--- config.mk ---
export PLATFORM = sky130hd
export DESIGN_NAME = fetch_stage
export DESIGN_NICKNAME = d
export VERILOG_FILES = /design/src/rtl/cpu_pkg.sv /design/src/rtl/fetch_hold_buf.sv /design/src/rtl/fetch_stage.sv
export SDC_FILE = /design/constraint.sdc
export NUM_CORES = 1
export LEC_CHECK = 0
export BUFFER_PORTS_ARGS = -buffer_cell sky130_fd_sc_hd__buf_2
export CAP_MARGIN = 20
export CELL_PAD_IN_SITES_DETAIL_PLACEMENT = 0
export CELL_PAD_IN_SITES_GLOBAL_PLACEMENT = 1
export CORE_MARGIN = 5
export CORE_UTILIZATION = 37
export DETAILED_ROUTE_END_ITERATION = 12
export GPL_ROUTABILITY_DRIVEN = 0
export HOLD_SLACK_MARGIN = 0.03
export PLACE_DENSITY = 0.81
export SETUP_SLACK_MARGIN = 0.02
export SLEW_MARGIN = 10
export SYNTH_ARGS = -nofsm -noshare
export SYNTH_HDL_FRONTEND = slang
export SYNTH_SLANG_ARGS = --single-unit
--- constraint.sdc ---
create_clock -name clk -period 5.8 [get_ports clk]
set_clock_uncertainty 0.1 [all_clocks]
set_input_delay 0.58 -clock clk [delete_from_list [all_inputs] [get_ports clk]]
set_output_delay 0.58 -clock clk [all_outputs]
set_load 0.1 [all_outputs]
--- src/rtl/cpu_pkg.sv ---
// Shared definitions for the CPU front end.
//   DEFAULT_NOP_INSTR : bubble encoding (addi x0,x0,0)
//   DEFAULT_RESET_PC  : boot vector loaded into the PC on reset
//   fetch_state_t     : fetch stage control state
package cpu_pkg;

   localparam logic [31:0] DEFAULT_NOP_INSTR = 32'h0000_0013;
   localparam logic [31:0] DEFAULT_RESET_PC  = 32'hBFC0_0000;

   typedef enum logic [0:0] {
      RUN,
      FAULT
   } fetch_state_t;

endpackage

--- src/rtl/fetch_hold_buf.sv ---
// Stall hold buffer for the fetch stage.
// The ROM keeps returning data for the current PC while the stage is stalled, so the word
// that belongs to the outstanding request is captured here on the first stalled cycle and
// replayed when the stall releases.
// Ports:
//   clk, rst      clock, asynchronous active-high reset
//   capture_i     stalled cycle with an outstanding request
//   clear_i       buffer contents consumed or discarded this cycle
//   imem_rd_i     ROM read data
//   hold_valid_o  buffer holds a captured word
//   instr_o       held word if valid, otherwise live ROM data
module fetch_hold_buf
   import cpu_pkg::*;
(
   input  logic        clk,
   input  logic        rst,
   input  logic        capture_i,
   input  logic        clear_i,
   input  logic [31:0] imem_rd_i,
   output logic        hold_valid_o,
   output logic [31:0] instr_o
);

   logic [31:0] hold_q, hold_d;
   logic        hold_valid_q, hold_valid_d;

   always_comb begin
      hold_d       = hold_q;
      hold_valid_d = hold_valid_q;
      if (clear_i) begin
         hold_valid_d = 1'b0;
      end else if (capture_i && !hold_valid_q) begin
         // Only the first stalled cycle sees the requested word on imem_rd_i.
         hold_d       = imem_rd_i;
         hold_valid_d = 1'b1;
      end
   end

   always_ff @(posedge clk or posedge rst) begin
      if (rst) begin
         hold_q       <= 32'h0;
         hold_valid_q <= 1'b0;
      end else begin
         hold_q       <= hold_d;
         hold_valid_q <= hold_valid_d;
      end
   end

   assign hold_valid_o = hold_valid_q;
   assign instr_o      = hold_valid_q ? hold_q : imem_rd_i;

endmodule

--- src/rtl/fetch_stage.sv ---
// Instruction fetch stage feeding the immediate sign-extension stage.
// Owns the PC, drives a synchronous 1-cycle-latency instruction ROM and holds the IF/ID
// register. Supports stall, flush and redirect (target = base + ImmOp, bit 0 cleared for
// jalr). A redirect to a non-word-aligned target parks the stage in FAULT until reset.
// Ports:
//   clk, rst                 clock, asynchronous active-high reset
//   stall_i, flush_i         hold PC and IF/ID / bubble the next IF/ID load
//   redirect_i, jalr_i       load PC with target (implies flush) / clear target[0]
//   redirect_base_i, ImmOp   target operands
//   imem_addr_o, imem_rd_i   ROM address (= PC) and data for last cycle's address
//   instr_o, instr_imm_o     IF/ID instruction and its [31:7] immediate field
//   pc_o, pc_plus4_o         IF/ID PC and PC + 4
//   valid_o, fault_o         IF/ID holds a real instruction / sticky misaligned redirect
//   fetch_count_o            number of valid IF/ID loads (wraps)
module fetch_stage
   import cpu_pkg::*;
#(
   parameter logic [31:0] RESET_PC  = cpu_pkg::DEFAULT_RESET_PC,
   parameter logic [31:0] NOP_INSTR = cpu_pkg::DEFAULT_NOP_INSTR
) (
   input  logic        clk,
   input  logic        rst,
   input  logic        stall_i,
   input  logic        flush_i,
   input  logic        redirect_i,
   input  logic        jalr_i,
   input  logic [31:0] redirect_base_i,
   input  logic [31:0] ImmOp,
   output logic [31:0] imem_addr_o,
   input  logic [31:0] imem_rd_i,
   output logic [31:0] instr_o,
   output logic [24:0] instr_imm_o,
   output logic [31:0] pc_o,
   output logic [31:0] pc_plus4_o,
   output logic        valid_o,
   output logic        fault_o,
   output logic [31:0] fetch_count_o
);

   fetch_state_t state_q, state_d;

   logic [31:0] pc_q, pc_d;
   logic [31:0] req_pc_q, req_pc_d;
   logic        req_valid_q, req_valid_d;
   logic [31:0] instr_q, instr_d;
   logic [31:0] pc_id_q, pc_id_d;
   logic        valid_q, valid_d;
   logic [31:0] count_q, count_d;

   logic [31:0] target;
   logic        hold_capture;
   logic        hold_clear;
   logic        hold_valid;
   logic [31:0] sel_instr;

   fetch_hold_buf u_hold_buf (
      .clk          (clk),
      .rst          (rst),
      .capture_i    (hold_capture),
      .clear_i      (hold_clear),
      .imem_rd_i    (imem_rd_i),
      .hold_valid_o (hold_valid),
      .instr_o      (sel_instr)
   );

   always_comb begin
      target = redirect_base_i + ImmOp;
      if (jalr_i) begin
         target[0] = 1'b0;
      end

      state_d      = state_q;
      pc_d         = pc_q;
      req_pc_d     = req_pc_q;
      req_valid_d  = req_valid_q;
      instr_d      = instr_q;
      pc_id_d      = pc_id_q;
      valid_d      = valid_q;
      count_d      = count_q;
      hold_capture = 1'b0;
      hold_clear   = 1'b0;

      unique case (state_q)
         RUN: begin
            if (redirect_i) begin
               // Drop everything in flight; a misaligned target freezes the PC instead.
               hold_clear  = 1'b1;
               req_valid_d = 1'b0;
               instr_d     = NOP_INSTR;
               valid_d     = 1'b0;
               if (target[1]) begin
                  state_d = FAULT;
               end else begin
                  pc_d = target;
               end
            end else begin
               if (stall_i) begin
                  hold_capture = req_valid_q;
               end else begin
                  hold_clear  = 1'b1;
                  pc_d        = pc_q + 32'd4;
                  req_pc_d    = pc_q;
                  req_valid_d = 1'b1;
                  instr_d     = sel_instr;
                  pc_id_d     = req_pc_q;
                  valid_d     = req_valid_q;
                  if (req_valid_q) begin
                     count_d = count_q + 32'd1;
                  end
               end
               // Flush only replaces what IF/ID would have loaded; pipeline state advances.
               if (flush_i) begin
                  instr_d = NOP_INSTR;
                  pc_id_d = pc_id_q;
                  valid_d = 1'b0;
                  count_d = count_q;
               end
            end
         end
         FAULT: begin
         end
         default: begin
         end
      endcase
   end

   always_ff @(posedge clk or posedge rst) begin
      if (rst) begin
         state_q     <= RUN;
         pc_q        <= RESET_PC;
         req_pc_q    <= 32'h0;
         req_valid_q <= 1'b0;
         instr_q     <= NOP_INSTR;
         pc_id_q     <= 32'h0;
         valid_q     <= 1'b0;
         count_q     <= 32'h0;
      end else begin
         state_q     <= state_d;
         pc_q        <= pc_d;
         req_pc_q    <= req_pc_d;
         req_valid_q <= req_valid_d;
         instr_q     <= instr_d;
         pc_id_q     <= pc_id_d;
         valid_q     <= valid_d;
         count_q     <= count_d;
      end
   end

   assign imem_addr_o   = pc_q;
   assign instr_o       = instr_q;
   assign instr_imm_o   = instr_q[31:7];
   assign pc_o          = pc_id_q;
   assign pc_plus4_o    = pc_id_q + 32'd4;
   assign valid_o       = valid_q;
   assign fault_o       = (state_q == FAULT);
   assign fetch_count_o = count_q;

endmodule

; ---- Word level (Yosys, flattened, before mapping)
; Index checks and enable logic that the tools add are counted.
[classes]
add_sub_neg = 4
mul = 0
div = 0
order_cmp = 0
eq_ne = 3
shift = 0
mux = 24
bitwise = 5
reduce_logical = 10
[op_table]
columns = operator, n
row1 = two-way mux 32 bit, 7
row2 = "adder 32 x 3 -> 32 bit, second input constant", 2
row3 = "adder 32 x 1 -> 32 bit, second input constant", 1
row4 = adder 32 bit, 1
row5 = two-way mux 1 bit, 17
row6 = AND reduction 2 bit, 3
row7 = AND reduction 3 bit, 2
row8 = NOT 1 bit, 5
row9 = AND reduction 5 bit, 1
row10 = AND reduction 4 bit, 1
row11 = "!= test 3 x 1 -> 1 bit, second input constant", 1
row12 = "!= test 2 x 1 -> 1 bit, second input constant", 1
row13 = "!= test 2 bit, second input constant", 1
row14 = nonzero test 2 bit, 1
row15 = logical AND 1 bit, 1
row16 = logical NOT 1 bit, 1
[totals]
reg_bits = 196
latchBits = 0
ram_bits = 0
romBits = 0
out_inout_bits = 187
wordCells = 56
mem_count = 0

; ---- Depth between registers and ports, before layout
; Gate-level depths: netlist of run 1.
[depth]
word_depth = 6
mapped_depth = 11
depth_no_buf = 10

; ---- Hierarchy
; A second synthesis of run 1 with hierarchy kept.
[hier_totals]
hier_cells = 1188
area_unflattened_um2 = 11115.7
[by_module_without_submodules]
columns = mod, instances, cells_per_inst, area_per_inst_um2
row1 = fetch_stage, 1, 1080, 9479.1
row2 = fetch_hold_buf, 1, 108, 1636.6

; ---- Worst setup path before layout of run 1
; Ideal clock, no wire load.
[synth_timing]
kind = register -> output
startpoint = reg pc_id_q[4], in the netlist pc_o[4]
endpoint = out pc_plus4_o[29]
arrival_ns = 4.135
required_time_ns = 5.120
path_slack_ns = 0.985
path_stages_with_launch = 8
path_cell_list = dfrtp_1 and3_1 nand3_1 or2_2 or3_1 nor2_1 nand3_1 xnor2_1
[synth_between]
elab_chain_cells = 1
[synth_lines]
columns = element, line
row1 = "start, declared", fetch_stage.sv:46  ; logic [31:0] pc_id_q, pc_id_d;
row2 = "start signal, assigned", fetch_stage.sv:143  ; pc_id_q <= pc_id_d;
row3 = adder 32 x 3 -> 32 bit, fetch_stage.sv:153  ; assign pc_plus4_o = pc_id_q + 32'd4;
row4 = "end, declared", fetch_stage.sv:34  ; output logic [31:0] pc_plus4_o,
; No other way between the ends.

; ---- Final worst setup path of run 1
; Same ends and word-level chain as after synthesis.

==> results of run 1 <==
worst min-delay path: cells and delay by family:
kind	cells	cell delay (ns)
buffers and inverters	3	0.76
area by class of cell:
class                   count  area (µm²)
inverters                  27         105
clock inverters            11         153
well taps                 390         488
multi-input cells         858        5690
fillers                  2908       16400
flip-flops and latches    193        4850
clock buffers              21         460
repair buffers            295        1530
layout by cell type, fill, tap and decap left out, drive strengths merged, types with 4 or more instances in the layout:
cell and n:
nand3 36, mux2i 32, a31oi 9, o21a 5, a211oi 13, clkinv 5
and3 11, o31ai 32, and2 8, mux2 65, ha 34, o211ai 4
clkbuf 21, o22ai 9, a41oi 6, dfstp 12, or3 6, dfrtp 181
xor2 26, xnor2 53, a21oi 63, nand2 194, o21ai 48, and4 14
buf 295, nand4 33, nor2 65, inv 29, nor3 19, nor4 6
nand2b 4, a21o 11
report_power, final:
part / leakage (µW) / switching [µW] / internal [µW]
Sequential: 0.00254 / 246 / 1570
Combinational: 0.00373 / 1680 / 414
Clock: 0.000302 / 515 / 707
Total: 0.00657 / 2440 / 2700
metal layers:
layer | routed length [µm] | part of all wire, % | vias to the layer above | global-route usage (%)
li1 | - | - | 4586 | -
met1 | 13700 | 44 | 4383 | 24.2
met2 | 14400 | 46 | 295 | 29.9
met3 | 2780 | 8.8 | 27 | 5.93
met4 | 488 | 1.6 | 0 | 4.71
met5 | 0 | 0 | - | 0
path summary, 6_finish.rpt:
| check | from | endpoint | slack [ns] | depth (start not counted) |
|---|---|---|---|---|
| worst max-delay path | pc_o[4]$_DFFE_PP0P_ | pc_plus4_o[29] | 2.08 | 8 |
| max in group asynchronous | rst | u_hold_buf.hold_valid_o$_DFFE_PP0P_ | 4.45 | 3 |
| worst max register to register | fault_o$_DFF_PP0_ | fetch_count_o[31]$_DFFE_PP0P_ | 3.28 | 6 |
| worst min-delay path | rst | u_hold_buf.hold_q[7]$_DFFE_PP0P_ | 0.26 | 3 |
| worst min register to register | req_pc_q[25]$_DFFE_PP0P_ | req_pc_q[25]$_DFFE_PP0P_ | 0.38 | 2 |
| min in group clk | imem_rd_i[24] | u_hold_buf.hold_q[24]$_DFFE_PP0P_ | 0.30 | 2 |
flip-flops by register name, summed over array words and instances, names as in the netlist:
name / cells
fetch_count_o: 32
valid_o: 1
instr_o: 32
pc_o: 31
u_hold_buf.hold_q: 32
req_pc_q: 31
u_hold_buf.hold_valid_o: 1
fault_o: 1
req_valid_q: 1
imem_addr_o: 31
metrics by stage:
step / instances / total power, µW / hold slack (ns)
2_1_floorplan: 1168 / 3600 / 0.341
3_3_place_gp: 1762 / 3930 / 0.357
3_5_place_dp: 1762 / 3950 / 0.361
4_1_cts: 1794 / 5190 / 0.269
5_1_grt: 1795 / 5380 / 0.273
6_report: 1795 / 5140 / 0.263
logic make-up after synthesis:
logic type | count (synthesis)
fa+ha+maj | 35
simple gates | 411
flops | 193
other cells | 1
mux | 97
buf+inv | 117
xor+xnor | 79
compound gates | 233
==> flow_metrics.tcl, run 1 <==
set metrics [dict create \
    numCtsBuffers 17 \
    wl_um 31400 \
    synth_compound_area_share_pct 13.7 \
    crit_path_cell_trace "and3_1 > nand3_1 > or2_2 > or3_1 > nor2_1 > nand3_1 > xnor2_1 > buf_2" \
    outcome "complete, no violations" \
    synth-xor-area-share_pct 6.24 \
    synth_most_common_cell "nand2_1" \
    rsz0062_at_grt "no" \
    clk_pin_slew_ns 0.06 \
    grt_usage_pct 18.5 \
    hold_violations 0 \
    rows 63 \
    synth_top_area_share_pct 40.9 \
    syn_area_um2 11100 \
    grt_pass1_wl_um 50200 \
    grt_overflow 0 \
    slew_viol_final 0 \
    ys_types 71 \
    cts_tree "built" \
    critical_path_class "register to output pin" \
    max_slew_margin_pct 25.6 \
    port_buffers 285 \
    fin_util_pct 44.8 \
    worstPathArrival_ns 3.04 \
    cp.required_ns 5.12 \
    ys_top_cells_by_count "nand2_1, dfrtp_1, mux2_2" \
    antenna_cells 0 \
    grt_pass1_vias 9045 \
    wl_per_cell_um 17.5 \
    yosysWarnings 0 \
    worstSetupEndpointType "output pin" \
    p_per_area_nw_per_um2 387 \
    clock.fmax_mhz 268 \
    setup_viol 0 \
    syn_inst 1166 \
    p_leak_uw 0.00657 \
    worst_slack_ns 2.08 \
    cts_sinks 193 \
    grt_max_degree 194 \
    critPathTopFamily "simple AND/OR/NAND/NOR gates" \
    drtAntennaViolNets 0 \
    slowest_delay_ns 0.48 \
    avgSynthCellArea_um2 9.50 \
    synthMuxAreaShare_pct 9.50 \
    drt-pass1-iter-count 5 \
    start_util_pct 37.4 \
    die-area_um2 33500 \
    synth_seq_cells 193 \
    stdcell_area_um2 13300 \
    yosys.area_share.simple_pct 17.7 \
    dpl_worst_slack_ns 2.47 \
    drt_iter0_drc 523 \
    slowest_stage "or3_1" \
    dpl_cell_area_um2 12600 \
    tightest_slew_ns 1.12 \
    setup_tns_ns 0 \
    cts_post_setup_buffers_inserted 0 \
    start_kind "register" \
    synth_adder_area_share_pct 4.02 \
    ys_async_sr_fraction_pct 100 \
    cts_resized 0 \
    htreeDepth 4 \
    area_growth_pct 19.7 \
    ys_dominant_reg_cell "dfrtp_1" \
    yosysSeqAreaShare_pct 43.7 \
    cts.path.max_buffers 2 \
    critPathMostFrequentCell "nand3_1" \
    synthTopCellsByArea "dfrtp_1, mux2_2, nand2_1, xnor2_1, ha_1" \
    period_share_pct 64.2 \
    pin_count 289 \
    die_y_um 183 \
    critPathBufInv 1 \
    min_period_ns 3.72 \
    dp_hpwl_um 23900 \
    final_nets 1529 \
    synth_edf_count 0 \
    hold_path.class "input pin to async pin" \
    chipWidth_um 183 \
    ir_drop_v 0.000175 \
    drc_errors 0 \
    maxCapViolCount 0 \
    routed_via_density 5.18 \
    drive_gt1_share_pct 30.0 \
    cts-root-buf "clkbuf_16" \
    hold_buffers 0 \
    coreArea_um2 29600 \
    vias 9291 \
    clock_latency_ns 0.43 \
    antenna_found_initial 0 \
    synth_top_family_by_area "simple AND/OR/NAND/NOR gates" \
    crit_fanout 6 \
    synth_top_area_cell "dfrtp_1" \
]
(Power assumes the default switching activity.)
==> inputs of run 2 (changes only) <==
==> constraint.sdc (replaced) <==
create_clock -name clk -period 3.05 [get_ports clk]
set_clock_uncertainty 0.1 [all_clocks]
set_input_delay 0.305 -clock clk [delete_from_list [all_inputs] [get_ports clk]]
set_output_delay 0.305 -clock clk [all_outputs]
set_load 0.1 [all_outputs]
==> run 2 against run 1 <==
Compared with the run above: final area is 7.2% higher; worst hold slack worse by 0.22 ns; combinational power is 100% higher; worst setup slack worse by 2.0 ns.
==> flow_metrics.tcl, run 2 (synthesis gave the netlist of run 1 again) <==
set metrics [dict create \
    critical_path_class "register to output pin" \
    drive_gt1_share_pct 34.0 \
    tightest_slew_ns 0.651 \
    clock.fmax_mhz 340 \
    grt_usage_pct 18.8 \
    drt_iter0_drc 422 \
    fillCellCount 2799 \
    final_nets 1581 \
    vias 9632 \
    worstPathArrival_ns 2.54 \
    cts_sinks 193 \
    wl_um 32200 \
    slowest_stage "or3_4" \
    p_total_uw 10100 \
    dpl_worst_slack_ns 0.283 \
    multiInputGateArea_um2 6010 \
    ff_latch_area_um2 4860 \
    final_cell_mix "buf_2, nand2_1, dfrtp_1" \
    maxCapViolCount 0 \
    period_share_pct 96.5 \
    max_slew_margin_pct 56.6 \
    dp_hpwl_um 24600 \
    chipWidth_um 183 \
    numCtsBuffers 17 \
    outcome "complete, no violations" \
    cp.required_ns 2.64 \
    die-area_um2 33500 \
    p_leak_uw 0.00698 \
    ir_drop_v 0.000370 \
    final_common_cell "buf_2" \
    min_period_ns 2.94 \
    critPathBufInv 1 \
    routed_via_density 5.21 \
    critPathTopFamily "simple AND/OR/NAND/NOR gates" \
    drtAntennaViolNets 0 \
    area_growth_pct 28.3 \
    p_per_area_nw_per_um2 711 \
    grt_pass1_wl_um 51500 \
    crit_fanout 5 \
    grt_overflow 0 \
    wl_per_cell_um 17.4 \
    start_kind "register" \
    die_y_um 183 \
    crit_start "pc_o[7]$_DFFE_PP0P_" \
    cts_tree "built" \
    rsz0062_at_grt "yes" \
    hp-start "imem_rd_i[26]" \
    hold_path.class "input pin to register" \
    setup_viol 0 \
    worstSetupEndpointType "output pin" \
    drc_errors 0 \
    port_buffers 285 \
    cts.path.max_buffers 2 \
    slowest_delay_ns 0.43 \
    cts-root-buf "clkbuf_16" \
    setup_tns_ns 0 \
    drt-pass1-iter-count 8 \
    worst_slack_ns 0.108 \
    grt_pass1_vias 9390 \
    coreArea_um2 29600 \
    timing.rr.start "imem_addr_o[2]$_DFFE_PP0P_" \
    htreeDepth 4 \
    clock_latency_ns 0.44 \
    start_util_pct 37.4 \
    antenna_found_initial 1 \
    slew_viol_final 0 \
    rows 63 \
    crit_path_cell_trace "and4_4 > nand2_2 > or2_4 > or3_4 > nor3_4 > xor2_4 > buf_4" \
    pin_count 289 \
    grt_max_degree 69 \
    clk_pin_slew_ns 0.07 \
    hold_violations 0 \
]
## run 2: cell types whose count changed in the layout (fill, tap and decap cells not counted), moves of 6 or more
cell           delta
buf_12            +6
dfrtp_2          +14
xnor2_1          -16
dlygate4sd3_1    +27
buf_4            +26
xor2_1            -7
dfrtp_1          -14
xnor2_2          +12
buf_2             -8
## run 2: timing repair
action / CTS / global route
hold buffers: 27 / 0
pin swaps: 0 / 5
setup buffers: 0 / 12
setup endpoints to repair: 2 / 6
gates resized for setup: 2 / 3
endpoints found under the hold margin: 40 / 0
## run 2: cell type report
type | count | share of cell area, %
Clock inverter | 14 | 1.58
Multi-Input combinational cell | 858 | 42.3
Tap cell | 390 | 3.43
Antenna cell | 1 | 0.0176
Timing Repair Buffer | 347 | 14.7
Clock buffer | 18 | 3.09
Sequential cell | 193 | 34.2
Inverter | 27 | 0.739
## run 2: path summary, 6_finish.rpt
check / endpoint / slack (ns) / depth (start not counted)
worst min register to register: req_pc_q[0]$_DFFE_PP0P_ / 0.37 / 2
worst max-delay path: pc_plus4_o[25] / 0.11 / 7
worst min-delay path: u_hold_buf.hold_q[26]$_DFFE_PP0P_ / 0.05 / 2
worst max register to register: imem_addr_o[29]$_DFFE_PP1P_ / 0.66 / 6
max in group asynchronous: imem_addr_o[22]$_DFFE_PP1P_ / 1.76 / 4
min in group asynchronous: u_hold_buf.hold_q[12]$_DFFE_PP0P_ / 0.34 / 3
## run 2: routing by layer
| metal | up-vias | GRT usage (%) | share of wire [%] |
|---|---|---|---|
| li1 | 4708 | - | - |
| met3 | 40 | 5.00 | 7.7 |
| met5 | - | 0 | 0 |
| met1 | 4556 | 25.6 | 45 |
| met4 | 0 | 5.21 | 1.9 |
| met2 | 328 | 29.8 | 45 |
## run 2: report_power, final
part | switching [µW] | leakage, µW | total [µW] | internal [µW]
clock | 1020 | 0.000328 | 2520 | 1490
combinational | 3330 | 0.00414 | 4210 | 881
sequential | 388 | 0.00252 | 3380 | 3000
## run 2: through the flow
step	cells	utilization, %	hold WS, ns	cell area (µm²)
after floorplan	1168	-	0.341	11400
after global placement	1776	44.5	0.252	13200
after detailed placement	1776	44.5	0.251	13200
after CTS	1835	47.6	0.0306	14100
after global routing	1848	48.0	0.0301	14200
final	1848	48.0	0.0465	14200
==> inputs of run 3 (changes only) <==
--- a/config.mk
+++ b/config.mk
@@ -5,18 +5,20 @@
 export SDC_FILE = /design/constraint.sdc
 export NUM_CORES = 1
 export LEC_CHECK = 0
+export ABC_AREA = 1
 export BUFFER_PORTS_ARGS = -buffer_cell sky130_fd_sc_hd__buf_2
 export CAP_MARGIN = 20
 export CELL_PAD_IN_SITES_DETAIL_PLACEMENT = 0
 export CELL_PAD_IN_SITES_GLOBAL_PLACEMENT = 1
-export CORE_MARGIN = 5
-export CORE_UTILIZATION = 37
+export CORE_MARGIN = 1.5
+export CORE_UTILIZATION = 35
 export DETAILED_ROUTE_END_ITERATION = 12
 export GPL_ROUTABILITY_DRIVEN = 0
 export HOLD_SLACK_MARGIN = 0.03
-export PLACE_DENSITY = 0.81
+export PLACE_DENSITY = 0.8
 export SETUP_SLACK_MARGIN = 0.02
 export SLEW_MARGIN = 10
 export SYNTH_ARGS = -nofsm -noshare
 export SYNTH_HDL_FRONTEND = slang
+export SYNTH_HIERARCHICAL = 1
 export SYNTH_SLANG_ARGS = --single-unit
==> run 3 against run 2 <==
Compared with the run above: largest cell class unchanged; critical endpoint is now pc_plus4_o[24]; utilization decreased by 4.3 points; sequential power decreased by 24%; final area increased by 6.2%; largest power group is now registers.
==> flow_metrics.tcl, run 3 <==
set metrics [dict create \
    grt_usage_pct 20.1 \
    routed_via_density 4.76 \
    antenna_found_initial 2 \
    drt-pass1-iter-count 5 \
    yosysWarnings 6 \
    syn_area_um2 12300 \
    drc_errors 0 \
    ys_dominant_reg_cell "dfrtp_1" \
    hold_path.class "input pin to register" \
    crit_start "pc_o[2]$_DFFE_PP0P_" \
    crit_fanout 4 \
    critical_path_class "register to output pin" \
    cts_tree "built" \
    fin_util_pct 43.7 \
    max_slew_margin_pct 34.5 \
    reg2reg_depth 11 \
    maxCapViolCount 0 \
    reg2reg_slack_ns 0.77 \
    ir_drop_v 0.000341 \
    p_total_uw 5520 \
    final_nets 2081 \
    synth_top_area_cell "dfrtp_1" \
    port_buffers 285 \
    final_cell_mix "nand2_1, buf_2, inv_1" \
    cp.required_ns 2.64 \
    dp_hpwl_um 27900 \
    rows 68 \
    wl_per_cell_um 14.9 \
    hold_violations 0 \
    coreArea_um2 34500 \
    pin_count 289 \
    htreeDepth 4 \
    grt_pass1_wl_um 57600 \
    grt_pass1_vias 11000 \
    drive_gt1_share_pct 22.1 \
    grt_max_degree 67 \
    start_kind "register" \
    dpl_cell_area_um2 14200 \
    synth_most_common_cell "nand2_1" \
    die_y_um 190 \
    start_util_pct 35.5 \
    synth_seq_cells 193 \
    drt_iter0_drc 640 \
    cts-root-buf "clkbuf_16" \
    synth_edf_count 0 \
    reg2reg_to "imem_addr_o[30]$_DFFE_PP0P_" \
    synthTopCellsByArea "dfrtp_1, nand2_1, inv_1, xor2_1, nor2_1" \
    finalNonFillerCells 2416 \
    timing.rr.start "imem_addr_o[3]$_DFFE_PP0P_" \
    hold_depth 3 \
    ys_async_sr_fraction_pct 100 \
    slew_viol_final 0 \
    period_share_pct 98.1 \
    stdcell_area_um2 15100 \
    wl_um 35900 \
    ys_top_cells_by_count "nand2_1, inv_1, dfrtp_1" \
    rsz0062_at_grt "yes" \
    clock.fmax_mhz 334 \
    clock_latency_ns 0.45 \
    worstSetupEndpointType "output pin" \
    numCtsBuffers 17 \
    fillCellCount 3636 \
    area_growth_pct 23.1 \
    crit_end "pc_plus4_o[24]" \
    final_common_cell "nand2_1" \
    synth_top_area_share_pct 36.9 \
    setup_viol 0 \
    avgSynthCellArea_um2 7.26 \
    clk_pin_slew_ns 0.08 \
    ys_types 51 \
    syn_inst 1689 \
    tightest_slew_ns 0.980 \
    yosysSeqAreaShare_pct 39.5 \
    vias 11500 \
    chipWidth_um 190 \
    fin_hold_ws_ns 0.0464 \
    cts.path.max_buffers 2 \
    cts_sinks 193 \
    grt_overflow 0 \
    outcome "complete, no violations" \
    min_period_ns 2.99 \
    p_leak_uw 0.00854 \
    die-area_um2 36200 \
    p_per_area_nw_per_um2 366 \
    drtAntennaViolNets 0 \
    placedCellCount 2369 \
    worstPathArrival_ns 2.59 \
]
## run 3: repair_timing
item                                   in CTS  in global routing
pin swaps                                   0                  5
gates resized for setup                    13                 20
setup buffers                               0                  1
hold buffers                                9                  1
endpoints found under the hold margin      72                  1
setup endpoints to repair                  10                 15
## run 3: metal layers
metal,part of all wire [%],routed length [µm],vias to the layer above,track usage (%)
li1,-,-,5825,-
met1,45,16100,5386,26.2
met2,49,17500,255,34.7
met3,4.3,1550,36,2.50
met4,2.0,717,0,5.66
met5,0,0,-,0
## run 3: cell families (layout without fill, tap and decap cells)
family                     count (synthesis)  after routing  synth area share [%]
AOI/OAI and AO/OA                        192            192                  8.41
xor gates and xnor gates                  82             82                  5.85
adders and majority gates                 35             35                  3.63
buffers and inverters                    278            544                  10.2
DFF                                      193            193                  39.5
muxes                                     11             11                  1.01
other                                      1              7                0.0306
and+or+nand+nor                          897            897                  31.3
## run 3: cell type report
cell class | count | area, µm² | area share [%]
multi-input cells | 1220 | 6520 | 43.1
inverters | 195 | 741 | 4.91
clock buffers | 17 | 425 | 2.82
well taps | 455 | 569 | 3.77
clock inverters | 15 | 178 | 1.18
flip-flops and latches | 193 | 4860 | 32.2
diodes | 4 | 10.0 | 0.0663
repair buffers | 317 | 1810 | 12.0
## run 3: worst min path at each step
stage	start	to	slack, ns
global route	imem_rd_i[19]	u_hold_buf/hold_q[19]$_DFFE_PP0P_	0.04
finish	imem_rd_i[12]	u_hold_buf/hold_q[12]$_DFFE_PP0P_	0.05
detailed placement	rst	u_hold_buf/hold_q[14]$_DFFE_PP0P_	0.36
CTS	imem_rd_i[12]	u_hold_buf/hold_q[12]$_DFFE_PP0P_	0.03
floorplan	rst	u_hold_buf/hold_q[0]$_DFFE_PP0P_	0.33
global placement	u_hold_buf/hold_q[29]$_DFFE_PP0P_	u_hold_buf/hold_q[29]$_DFFE_PP0P_	0.35
## run 3: metrics by stage
step                setup TNS, ns  setup WS, ns
finish                          0        0.0584
global route               -0.107       -0.0589
CTS                             0        0.0211
detailed placement              0         0.339
global placement                0         0.398
floorplan                   -3.96        -0.691
## run 3: power breakdown
part           total, µW  leakage [µW]  internal, µW  switching, µW
registers           2560       0.00241          2560              0
logic                659       0.00583           222            437
clock network       2310      0.000291          1120           1190
total               5520       0.00854          3900           1620
## run 3: worst max-delay path, cell delays in order (launching register included)
cell	delay, ns
dfrtp_2	0.42
ha_4	0.16
nand3_2	0.11
nor2_4	0.17
nand3_2	0.15
nor4_4	0.30
nand2_1	0.18
xnor2_1	0.21
buf_2	0.46
